==> src/rtl/key_i2c_cmd.sv <==
// key_i2c_cmd: turns single-cycle write/read key presses into I2C master
// transaction requests, waits for completion with a timeout, keeps the last
// read byte and a sticky timeout flag.
// Optional feature macro: KEY_I2C_AUTO_INC_EN (word address advances after
// every successful transaction; otherwise the address is fixed at BASE_ADDR).
module key_i2c_cmd #(
  parameter int unsigned       ADDR_W      = 16,
  parameter logic [ADDR_W-1:0] BASE_ADDR   = 16'h0000,
  parameter logic [7:0]        WDATA_INIT  = 8'h01,
  parameter int unsigned       TIMEOUT_CYC = 500000
) (
  input  logic              sys_clk,
  input  logic              sys_rst,
  input  logic              wr_press,
  input  logic              rd_press,
  input  logic              i2c_done,
  input  logic [7:0]        i2c_rdata,
  output logic              i2c_start,
  output logic              i2c_rw,
  output logic [ADDR_W-1:0] i2c_addr,
  output logic [7:0]        i2c_wdata,
  output logic              busy,
  output logic [7:0]        rd_byte,
  output logic              err
);

  localparam int unsigned      CNT_W    = (TIMEOUT_CYC > 1) ? $clog2(TIMEOUT_CYC) : 1;
  localparam logic [CNT_W-1:0] CNT_LAST = CNT_W'(TIMEOUT_CYC - 1);

  typedef enum logic [1:0] {
    S_IDLE  = 2'd0,
    S_ISSUE = 2'd1,
    S_WAIT  = 2'd2,
    S_DONE  = 2'd3
  } state_t;

  state_t           r_state;
  state_t           w_state_nxt;
  logic [CNT_W-1:0] r_cnt;
  logic             r_pend_vld;
  logic             r_pend_rw;
  logic             r_start;
  logic             r_rw;
  logic [7:0]       r_wdata;
  logic             r_busy;
  logic [7:0]       r_rd_byte;
  logic             r_err;

  logic w_any_press;
  logic w_go;
  logic w_sel_rw;
  logic w_cnt_last;
  logic w_start_nxt;
  logic w_load_rw;
  logic w_cnt_clr;
  logic w_cnt_inc;
  logic w_capture;
  logic w_timeout;
  logic w_finish;
  logic w_pend_clr;
  logic w_pend_set;

  // A queued request is served before a fresh press; write beats read.
  assign w_any_press = wr_press | rd_press;
  assign w_go        = r_pend_vld | w_any_press;
  assign w_sel_rw    = r_pend_vld ? r_pend_rw : ~wr_press;
  assign w_cnt_last  = (r_cnt == CNT_LAST);

  // State register
  always_ff @(posedge sys_clk or negedge sys_rst) begin
    if (!sys_rst) r_state <= S_IDLE;
    else          r_state <= w_state_nxt;
  end

  // Next-state logic: done has priority over the terminal timeout count
  always_comb begin
    w_state_nxt = r_state;
    case (r_state)
      S_IDLE: begin
        if (w_go) w_state_nxt = S_ISSUE;
        else      w_state_nxt = S_IDLE;
      end
      S_ISSUE: w_state_nxt = S_WAIT;
      S_WAIT: begin
        if (i2c_done)        w_state_nxt = S_DONE;
        else if (w_cnt_last) w_state_nxt = S_IDLE;
        else                 w_state_nxt = S_WAIT;
      end
      S_DONE:  w_state_nxt = S_IDLE;
      default: w_state_nxt = S_IDLE;
    endcase
  end

  // Per-state control strobes for the datapath registers
  always_comb begin
    w_start_nxt = 1'b0;
    w_load_rw   = 1'b0;
    w_cnt_clr   = 1'b0;
    w_cnt_inc   = 1'b0;
    w_capture   = 1'b0;
    w_timeout   = 1'b0;
    w_finish    = 1'b0;
    w_pend_clr  = 1'b0;
    case (r_state)
      S_IDLE: begin
        if (w_go) begin
          w_start_nxt = 1'b1;
          w_load_rw   = 1'b1;
          w_pend_clr  = 1'b1;
        end else begin
          w_start_nxt = 1'b0;
        end
      end
      S_ISSUE: w_cnt_clr = 1'b1;
      S_WAIT: begin
        w_cnt_inc = 1'b1;
        if (i2c_done)        w_capture = r_rw;
        else if (w_cnt_last) w_timeout = 1'b1;
        else                 w_timeout = 1'b0;
      end
      S_DONE:  w_finish = 1'b1;
      default: w_finish = 1'b0;
    endcase
    w_pend_set = (r_state != S_IDLE) && !r_pend_vld && w_any_press;
  end

  // Request outputs, busy flag and timeout counter
  always_ff @(posedge sys_clk or negedge sys_rst) begin
    if (!sys_rst) begin
      r_start <= 1'b0;
      r_rw    <= 1'b0;
      r_busy  <= 1'b0;
      r_cnt   <= '0;
    end else begin
      r_start <= w_start_nxt;
      r_busy  <= (w_state_nxt != S_IDLE);
      if (w_load_rw) r_rw <= w_sel_rw;
      if (w_cnt_clr)      r_cnt <= '0;
      else if (w_cnt_inc) r_cnt <= r_cnt + CNT_W'(1);
    end
  end

  // One-deep pending request slot; first press while busy wins
  always_ff @(posedge sys_clk or negedge sys_rst) begin
    if (!sys_rst) begin
      r_pend_vld <= 1'b0;
      r_pend_rw  <= 1'b0;
    end else if (w_pend_clr) begin
      r_pend_vld <= 1'b0;
    end else if (w_pend_set) begin
      r_pend_vld <= 1'b1;
      r_pend_rw  <= ~wr_press;
    end
  end

  // Write data advance, read capture and sticky error flag
  always_ff @(posedge sys_clk or negedge sys_rst) begin
    if (!sys_rst) begin
      r_wdata   <= WDATA_INIT;
      r_rd_byte <= 8'h00;
      r_err     <= 1'b0;
    end else begin
      if (w_finish && !r_rw) r_wdata <= r_wdata + 8'd1;
      if (w_capture) r_rd_byte <= i2c_rdata;
      if (w_timeout)     r_err <= 1'b1;
      else if (w_finish) r_err <= 1'b0;
    end
  end

`ifdef KEY_I2C_AUTO_INC_EN
  logic [ADDR_W-1:0] r_addr;

  // Word address advances after each successful transaction, never on timeout
  always_ff @(posedge sys_clk or negedge sys_rst) begin
    if (!sys_rst)      r_addr <= BASE_ADDR;
    else if (w_finish) r_addr <= r_addr + ADDR_W'(1);
  end

  assign i2c_addr = r_addr;
`else
  assign i2c_addr = BASE_ADDR;
`endif

  assign i2c_start = r_start;
  assign i2c_rw    = r_rw;
  assign i2c_wdata = r_wdata;
  assign busy      = r_busy;
  assign rd_byte   = r_rd_byte;
  assign err       = r_err;

endmodule

==> config.mk <==
export PLATFORM = sky130hd
export DESIGN_NAME = key_i2c_cmd
export DESIGN_NICKNAME = d
export VERILOG_FILES = /design/src/rtl/key_i2c_cmd.sv
export SDC_FILE = /design/constraint.sdc
export NUM_CORES = 1
export LEC_CHECK = 0
export BUFFER_PORTS_ARGS = -buffer_cell sky130_fd_sc_hd__buf_2
export CELL_PAD_IN_SITES_DETAIL_PLACEMENT = 0
export CELL_PAD_IN_SITES_GLOBAL_PLACEMENT = 2
export CORE_UTILIZATION = 36
export DETAILED_ROUTE_END_ITERATION = 7
export GPL_TIMING_DRIVEN = 0
export PLACE_DENSITY = 0.92
export SYNTH_ARGS = -nofsm -noshare
export SYNTH_HDL_FRONTEND = slang
export SYNTH_SLANG_ARGS = --single-unit
==> constraint.sdc <==
create_clock -name sys_clk -period 6.13 [get_ports sys_clk]
set_input_delay 1.226 -clock sys_clk [delete_from_list [all_inputs] [get_ports sys_clk]]
set_output_delay 1.226 -clock sys_clk [all_outputs]
set_load 0.03 [all_outputs]
==> results of run 1 <==
## logic make-up (layout without fill, tap and decap cells)
| kind of cell | after synthesis | count (layout) | share of synthesized area, % |
|---|---|---|---|
| other cells | 1 | 16 | 0.172 |
| mux | 10 | 10 | 5.11 |
| flops | 43 | 43 | 49.5 |
| fa+ha+maj | 6 | 6 | 3.45 |
| buf+inv | 28 | 68 | 7.64 |
| compound gates | 31 | 31 | 8.67 |
| simple gates | 81 | 81 | 20.7 |
| xor+xnor | 12 | 12 | 4.83 |
## sequential cells by signal (all words and copies together), names as in the netlist, 2 cells and up
name and count:
i2c_wdata 8, r_state 2, r_cnt 19, rd_byte 8
## stage by stage
step / instance area [sq um] / total power, W / hold slack [ns]
floorplan: 2230 / 0.000738 / 0.470
global placement: 2480 / 0.000851 / 0.459
detailed placement: 2480 / 0.000863 / 0.463
CTS: 2570 / 0.00104 / 0.475
global route: 2570 / 0.00111 / 0.500
finish: 2570 / 0.00103 / 0.469
## cell type report
cell class / instances / area, sq um / share of cell area, %
well taps: 72 / 90.1 / 3.51
clock inverters: 2 / 12.5 / 0.487
flip-flops and latches: 43 / 1080 / 41.9
clock buffers: 6 / 72.6 / 2.82
repair buffers: 32 / 160 / 6.23
plain buffers: 18 / 129 / 5.01
inverters: 10 / 37.5 / 1.46
multi-input cells: 156 / 991 / 38.6
## power by group through the flow
stage,registers (W),clock network [W],logic (W)
floorplan,0.000519,0,0.000219
global placement,0.000432,0,0.000420
detailed placement,0.000436,0,0.000427
CTS,0.000430,0.000186,0.000429
global route,0.000442,0.000198,0.000471
finish,0.000428,0.000178,0.000424
## per-layer routing
metal,up-vias,share of wire (%)
li1,818,-
met1,784,48
met2,39,46
met3,7,4.8
met4,0,1.1
met5,-,0
## worst paths after layout
kind / startpoint / to / depth (start not counted)
setup / recovery: r_state[1] / r_cnt[17] / 7
hold / removal: i2c_wdata[7] / i2c_wdata[7] / 1
setup reg to reg: r_state[1] / r_cnt[17] / 7
hold reg to reg: i2c_wdata[7] / i2c_wdata[7] / 1
max in group asynchronous: sys_rst / r_cnt[7] / 1
min in group asynchronous: sys_rst / i2c_wdata[7] / 1
## critical path: stages (launching register included)
cell,delay (ns)
dfrtp_1,0.44
inv_1,0.09
ha_1,0.28
buf_2,0.19
nand2_1,0.21
or4_4,0.54
or4_1,0.41
a21oi_1,0.15
## layout by cell type, fill, tap and decap left out, drive strengths merged, types with 2 or more instances in the layout
master,count
a22o,3
conb,16
ha,6
or3,5
nor2b,2
nand4,3
buf,49
or2,2
inv,10
nand2b,4
xor2,3
nor2,14
dfrtp,42
xnor2,9
nand3,10
nand2,18
o22ai,2
nor4,6
o21ai,11
mux2,9
and4,2
a21oi,9
clkbuf,7
nand3b,2
nor3,4
or4,4
==> metrics.cfg, run 1 <==
[sta]
finalWorstSetupSlack_ns = 3.75
fin_crit_sh_pct = 38.8
maxSlewViolCount = 0
max_slew_margin_pct = 36.3
rsz0062_at_grt = no
setup_viol = 0
fmax_mhz = 420
setup_tns_ns = 0
fin_crit_ns = 2.38
worstMarginPinSlew_ns = 0.955
finClkSkew_ns = 0.00894
hold_violations = 0

[route]
drtIter0Drc = 85
postRouteAntennaNets = 0
detail_route.wl_per_cell_um = 12.3
wl_mm = 4.17
vias = 1648
viasPerCell = 4.86
drtPass1Iterations = 4
route.detailed.drc = 0

[critical_path]
arrival_ns = 2.60
reg2reg_setup_slack_ns = 3.75
required_ns = 6.35
crit_path_end_kind = register
path_max_fanout = 10
criticalPathCategory = reg -> reg
crit_path_start_kind = register

[clocking]
cts-root-buf = clkbuf_8
ctsHoldBuffers = 0
cts_buffers = 5
cts_setup_buffers = 0
htreeDepth = 2
cts_tree = yes
clockBufferDepth = 2
clkTransAtPathRegs_ns = 0.09
post_cts_resized = 0
clock_latency_ns = 0.30
cts_num_sinks = 43

[die]
die_w_um = 79.8
chipHeight_um = 79.8
num_rows = 27
pin_count = 49
die_area_sq_um = 6370
core-area_sq_um = 5680
initial_core_util_pct = 38.4

[power_and_ir_drop]
p_switching_w = 0.000439
switching_share_pct = 42.6
p_comb_share_pct = 41.1
intPower_w = 0.000591
p_leak_nw = 1.21
ir_drop_v = 0.000205
p_per_area_nw_per_um2 = 401
seqPwrFrac_pct = 41.6
power.share.clock_pct = 17.3

[global_route]
grt_start_max_net_pins = 44
grt.overflow.total = 0
grt_pass1_vias = 1527
gr-usage-all-layers_pct = 14.4
use_met1_pct = 17.9
antenna_found_initial = 0
grt_pass1_wl_mm = 7.00
met2_usage_pct = 24.2
globalRoute.busiestLayer = met2
gr-usage-met3_pct = 4.11

[synthesis]
syn-cell-area_sq_um = 2180
asyncSetResetFlopFracSynth_pct = 100
synth_top_area_share_pct = 48.2
synth_most_common_cell = dfrtp_1
synthFlopType = dfrtp_1
synth_commonest_cells = dfrtp_1 (42), nand2_1 (18), buf_4 (16)
yosysSeqAreaShare_pct = 49.5
synth_cells = 212
syn_area_per_cell_sq_um = 10.3
synth_seq_cells = 43
synth_warnings = 0
yosysTopAreaCell = dfrtp_1
synth-edff-count = 0
yosysUniqueCellTypes = 43
synth_area_leaders = dfrtp_1 (48%), buf_4 (5.5%), mux2_2 (4.7%)

[placement]
port_buffers = 32
placedCellCount = 331
hpwl_mm = 2.99
place_ws_ns = 3.50
place_congestion = 0.764

[run]
drv_cap = 0

[finish]
syn_to_final_growth_pct = 18.0
fin_nets = 285
fillCellCount = 579
drive_gt1_share_pct = 27.3
final_cell_count_no_fill = 339
fin_util_pct = 45.3
diodes = 0

[min_path]
worstHoldPathType = reg -> reg

[outcome]
status = completed

(Power assumes the default switching activity.)
==> run 2, diff against run 1 <==
--- a/config.mk
+++ b/config.mk
@@ -8,10 +8,10 @@
 export BUFFER_PORTS_ARGS = -buffer_cell sky130_fd_sc_hd__buf_2
 export CELL_PAD_IN_SITES_DETAIL_PLACEMENT = 0
 export CELL_PAD_IN_SITES_GLOBAL_PLACEMENT = 2
-export CORE_UTILIZATION = 36
+export CORE_UTILIZATION = 33
 export DETAILED_ROUTE_END_ITERATION = 7
 export GPL_TIMING_DRIVEN = 0
-export PLACE_DENSITY = 0.92
+export PLACE_DENSITY = 0.86
 export SYNTH_ARGS = -nofsm -noshare
 export SYNTH_HDL_FRONTEND = slang
 export SYNTH_SLANG_ARGS = --single-unit
==> constraint.sdc (replaced) <==
create_clock -name sys_clk -period 2.5 [get_ports sys_clk]
set_input_delay 0.5 -clock sys_clk [delete_from_list [all_inputs] [get_ports sys_clk]]
set_output_delay 0.5 -clock sys_clk [all_outputs]
set_load 0.03 [all_outputs]
==> run 2 against run 1 <==
Net effect:
- global-route usage decreased by 1.2 points
- non-clock buffer count unchanged
- via count increased by 0.61%
- die area increased by 8.9%
- core utilization decreased by 3.8 points
- clock skew about the same
- flip-flop and latch count unchanged
- cell count increased by 1.5%
- highest routed layer unchanged
==> metrics.cfg, run 2 (synthesized netlist as in run 1, its figures left out) <==
[outcome]
status = completed

[sta]
hold_violations = 0  ; unchanged
maxSlewViolCount = 0  ; unchanged
finClkSkew_ns = 0.00853  ; -0.000411 ns
fmax_mhz = 440  ; +4.9%
fin_crit_sh_pct = 90.8  ; +52 points
rsz0062_at_grt = no
worstMarginPinSlew_ns = 0.946  ; -0.00960 ns
max_slew_margin_pct = 36.9  ; +0.64 points
fin_crit_ns = 2.27  ; -0.111 ns
setup_viol = 0  ; unchanged
setup_tns_ns = 0  ; unchanged

[route]
drtPass1Iterations = 4  ; unchanged
detail_route.wl_per_cell_um = 11.8  ; -4.2%
vias = 1658  ; +0.61%
postRouteAntennaNets = 0  ; unchanged
route.detailed.drc = 0  ; unchanged
wl_mm = 4.05  ; -2.8%
drtIter0Drc = 72  ; -15%
viasPerCell = 4.82  ; -0.86%

[clocking]
cts_buffers = 5  ; unchanged
htreeDepth = 2  ; unchanged
cts_num_sinks = 43  ; unchanged
cts_tree = yes
clock_latency_ns = 0.30  ; about the same
cts-root-buf = clkbuf_8
ctsHoldBuffers = 0  ; unchanged
clockBufferDepth = 2  ; unchanged
clkTransAtPathRegs_ns = 0.09  ; about the same

[die]
chipHeight_um = 83.2  ; +4.3%
core-area_sq_um = 6350  ; +12%
initial_core_util_pct = 34.3  ; -4.1 points
die_w_um = 83.2  ; +4.3%
die_area_sq_um = 6930  ; +8.9%
pin_count = 49  ; unchanged
num_rows = 29  ; +7.4%

[power_and_ir_drop]
p_per_area_nw_per_um2 = 1030  ; +160%
p_leak_nw = 1.23  ; +1.9%
ir_drop_v = 0.000794  ; +290%

[finish]
fin_nets = 285  ; unchanged
fin_util_pct = 41.4  ; -3.8 points
syn_to_final_growth_pct = 20.8
final_common_cell = dfrtp_1
seq_area_sq_um = 1080  ; +0.12%
largest_reg_flops = 19  ; unchanged
fillCellCount = 623  ; +7.6%
diodes = 0  ; unchanged
final_cell_mix = dfrtp_1 (41), buf_2 (33), nand2_1 (17)
top_register = r_cnt
drive_gt1_share_pct = 28.5  ; +1.1 points
multi_input_area_sq_um = 993  ; +0.25%

[critical_path]
path_max_fanout = 10  ; unchanged
path_cells = inv_1 > ha_1 > buf_2 > nand2_2 > or4_4 > or4_1 > a21oi_1
critPathMaxStageDelay_ns = 0.52  ; -0.02 ns
crit_path_start_kind = register
arrival_ns = 2.49  ; -0.11 ns
criticalPathCategory = reg -> reg
crit_path_end_kind = register
critPathSlowestCell = or4_4
required_ns = 2.72  ; -3.63 ns

[global_route]
grt_pass1_vias = 1538  ; +0.72%
grt_pass1_wl_mm = 7.31  ; +4.4%
antenna_found_initial = 0  ; unchanged
gr-usage-all-layers_pct = 13.1  ; -1.2 points
grt_start_max_net_pins = 44  ; unchanged
grt.overflow.total = 0  ; unchanged

[min_path]
worstHoldPathType = in -> async

[placement]
place_congestion = 0.737  ; -3.6%
hpwl_mm = 2.87  ; -4.1%
port_buffers = 32  ; unchanged

[run]
drv_cap = 0  ; unchanged

-- run 2: cell count changes in the layout (fill, tap and decap cells not counted), sizes merged --
cell	previous run	this run
clkinv	1	0
bufinv	0	2
clkbuf	7	6
-- run 2: where the power goes --
group	internal, W	switching [W]	total (W)
Combinational	0.000363	0.000669	0.00103
Clock	0.000398	0.000246	0.000644
Sequential	0.000892	0.000151	0.00104
Total	0.00165	0.00107	0.00272
-- run 2: layer usage --
metal / GRT usage, % / share of wire [%] / vias to the layer above
met5: 0 / 0 / -
met4: 3.76 / 1.1 / 0
li1: - / - / 818
met3: 4.37 / 5.9 / 6
met1: 17.0 / 46 / 790
met2: 20.8 / 47 / 44
-- run 2: critical path: cells and delay by family (launching register included) --
kind | cells | cell delay, ns
AO/OA/AOI/OAI | 1 | 0.15
adder cells (fa/ha/maj) | 1 | 0.29
buffers and inverters | 2 | 0.30
flip-flops | 1 | 0.39
AND/OR/NAND/NOR | 3 | 1.07
-- run 2: per-stage QoR --
stage	setup WS, ns	hold slack, ns	total power (W)	instances	cell area [sq um]
finish	0.229	0.343	0.00272	344	2630
global route	0.0223	0.402	0.00292	344	2630
CTS	0.109	0.389	0.00276	344	2630
detailed placement	0.122	0.460	0.00210	336	2490
global placement	0.148	0.455	0.00209	336	2490
floorplan	0.370	0.204	0.00181	227	2230
-- run 2: worst paths after layout --
kind	slack (ns)	to	from	depth (start not counted)
worst min register to register	0.47	i2c_wdata[7]	i2c_wdata[7]	1
worst max register to register	0.23	r_cnt[17]	r_state[0]	7
min in group sys_clk	0.40	r_pend_rw	wr_press	2
max in group asynchronous	1.49	r_state[1]	sys_rst	1
worst min-delay path	0.34	r_cnt[3]	sys_rst	1
worst max-delay path	0.23	r_cnt[17]	r_state[0]	7
-- run 2: layout make-up --
class / count / share of cell area (%)
flip-flops and latches: 43 / 41.0
clock inverters: 3 / 2.57
inverters: 10 / 1.43
repair buffers: 32 / 6.09
multi-input cells: 156 / 37.8
plain buffers: 18 / 4.90
clock buffers: 5 / 2.62
well taps: 77 / 3.66
-- run 2: timing repair --
item	CTS	global route
hold endpoints to repair	0	0
resized for setup	0	2
buffers inserted	0	0
endpoints found under the setup margin	0	1
==> run 3, diff against run 2 <==
--- a/config.mk
+++ b/config.mk
@@ -6,9 +6,7 @@
 export NUM_CORES = 1
 export LEC_CHECK = 0
 export BUFFER_PORTS_ARGS = -buffer_cell sky130_fd_sc_hd__buf_2
-export CELL_PAD_IN_SITES_DETAIL_PLACEMENT = 0
-export CELL_PAD_IN_SITES_GLOBAL_PLACEMENT = 2
-export CORE_UTILIZATION = 33
+export CORE_UTILIZATION = 53
 export DETAILED_ROUTE_END_ITERATION = 7
 export GPL_TIMING_DRIVEN = 0
 export PLACE_DENSITY = 0.86
==> run 3 against run 2 <==
Net effect:
- worst setup slack lost 0.047 ns
- register-to-register slack lost 0.05 ns
- combinational power is essentially flat
- cell count shrank 8.4%
- clock-buffer cell count grew 1
- die area shrank 37%
- power shrank 7.4%
- first-iteration DRC count shrank 13%
- flip-flop and latch count is the same
- sequential share of layout area grew 1.4 points
- critical path type unchanged
- final area shrank 3.4%
==> metrics.cfg, run 3 (synthesized netlist as in run 1, its figures left out) <==
[clocking]
clockBufferDepth = 2  ; unchanged
cts_num_sinks = 43  ; unchanged
cts_buffers = 5  ; unchanged
cts_tree = yes
htreeDepth = 2  ; unchanged
clock_latency_ns = 0.30  ; about the same
cts-root-buf = clkbuf_8
post_cts_resized = 0  ; unchanged
cts_setup_buffers = 0  ; unchanged
ctsHoldBuffers = 0  ; unchanged
clkTransAtPathRegs_ns = 0.08  ; about the same

[route]
wl_mm = 4.13  ; +2.0%
viasPerCell = 5.40  ; +12%
drtIter0Drc = 63  ; -13%
postRouteAntennaNets = 0  ; unchanged
vias = 1700  ; +2.5%
wl_met1_mm = 1.76  ; -5.1%
detail_route.wl_per_cell_um = 13.1  ; +11%
route.detailed.drc = 0  ; unchanged
drtPass1Iterations = 4  ; unchanged
dr_wl_met3_um = 210  ; -12%
highest_layer = met4
wl_met2_mm = 2.09  ; +9.6%

[sta]
worstMarginPinSlew_ns = 0.921  ; -0.0249 ns
hold_violations = 0  ; unchanged
fin_crit_sh_pct = 92.7  ; +1.9 points
setup_tns_ns = 0  ; unchanged
finClkSkew_ns = 0.00806  ; -0.000471 ns
maxSlewViolCount = 0  ; unchanged
max_slew_margin_pct = 38.6  ; +1.7 points
finalWorstSetupSlack_ns = 0.183  ; -0.0466 ns
rsz0062_at_grt = no
setup_viol = 0  ; unchanged
fin_crit_ns = 2.32  ; +0.0466 ns
fmax_mhz = 432  ; -2.0%

[critical_path]
crit_path_start = r_state[1]
critPathMaxStageDelay_ns = 0.52  ; about the same
crit_path_end_kind = register
arrival_ns = 2.54  ; +0.05 ns
path_max_fanout = 10  ; unchanged
critPathSlowestCell = or4_4
criticalPathCategory = reg -> reg
path_cells = inv_1 > ha_1 > buf_2 > nand2_2 > or4_4 > or4_1 > a21oi_1
worstReg2RegStart = r_state[1]
crit_path_start_kind = register
reg2reg_setup_slack_ns = 0.18  ; -0.05 ns
reg2reg_to = r_cnt[17]
required_ns = 2.73  ; about the same
ff2ff_path_depth = 7  ; unchanged

[die]
core-area_sq_um = 3800  ; -40%
num_rows = 22  ; -24%
die_area_sq_um = 4370  ; -37%
die_w_um = 66.1  ; -21%
pin_count = 49  ; unchanged
initial_core_util_pct = 57.3  ; +23 points
chipHeight_um = 66.1  ; -21%

[power_and_ir_drop]
p_per_area_nw_per_um2 = 991  ; -4.2%
ir_drop_v = 0.000709  ; -11%
p_leak_nw = 1.21  ; -1.8%

[global_route]
antenna_found_initial = 0  ; unchanged
grt_pass1_wl_mm = 6.89  ; -5.9%
grt_start_max_net_pins = 44  ; unchanged
grt_pass1_vias = 1618  ; +5.2%
grt.overflow.total = 0  ; unchanged
gr-usage-all-layers_pct = 21.2  ; +8.1 points

[placement]
dpl_cell_area_sq_um = 2450  ; -1.5%
place_ws_ns = 0.151  ; +0.0292 ns
port_buffers = 32  ; unchanged
hpwl_mm = 2.95  ; +3.0%
place_congestion = 0.817  ; +11%

[finish]
stdcell_area_sq_um = 2540  ; -3.4%
final_cell_mix = dfrtp_1 (42), buf_2 (33), nand2_1 (17)
diodes = 0  ; unchanged
top_register = r_cnt
final_common_cell = dfrtp_1
largest_reg_flops = 19  ; unchanged
drive_gt1_share_pct = 27.7  ; -0.75 points
syn_to_final_growth_pct = 16.7
fin_nets = 285  ; unchanged

[min_path]
worstHoldPathType = in -> async

[outcome]
status = completed

[run]
drv_cap = 0  ; unchanged

[run 3: cell count changes in the layout (fill, tap and decap cells not counted)]
cell	delta
dfrtp_1	+1
clkinv_2	+1
clkbuf_1	+1
dfrtp_2	-1
bufinv_16	-2
[run 3: power by group]
part | leakage [nW] | switching, W | internal, W | total, W
sequential | 0.557 | 0.000160 | 0.000891 | 0.00105
clock | 0.0412 | 0.000232 | 0.000195 | 0.000427
combinational | 0.611 | 0.000679 | 0.000362 | 0.00104
[run 3: area by class of cell]
class,instances,area [sq um]
clock buffers,6,72.6
clock inverters,2,12.5
flip-flops and latches,43,1080
plain buffers,18,129
multi-input cells,156,993
well taps,48,60.1
fillers,304,1260
repair buffers,32,160
inverters,10,37.5
[run 3: how the worst max path moves through the flow]
stage | end | cells past startpoint
floorplan | r_cnt[17] | 7
global placement | r_cnt[17] | 7
detailed placement | r_cnt[17] | 7
CTS | r_cnt[17] | 7
global route | r_cnt[17] | 7
finish | r_cnt[17] | 7
[run 3: worst max-delay path, delay by kind of cell, from the launching register on]
kind / cells / cell delay [ns]
buffers and inverters: 2 / 0.29
adders and majority gates: 1 / 0.27
DFF: 1 / 0.45
AOI/OAI and AO/OA: 1 / 0.16
and+or+nand+nor: 3 / 1.07
[run 3: metrics by stage]
stage	std cells	total power, W	util (%)	hold slack, ns
6_report	315	0.00252	66.9	0.337
5_1_grt	315	0.00269	66.9	0.405
4_1_cts	315	0.00253	66.9	0.372
3_5_place_dp	307	0.00210	64.6	0.476
3_3_place_gp	307	0.00206	64.6	0.458
2_1_floorplan	227	0.00181	-	0.204
[run 3: metal layers]
layer | up-vias | GRT usage (%)
met5 | - | 0
met4 | 0 | 8.24
met3 | 8 | 7.41
met2 | 56 | 35.7
met1 | 818 | 24.6
li1 | 818 | -
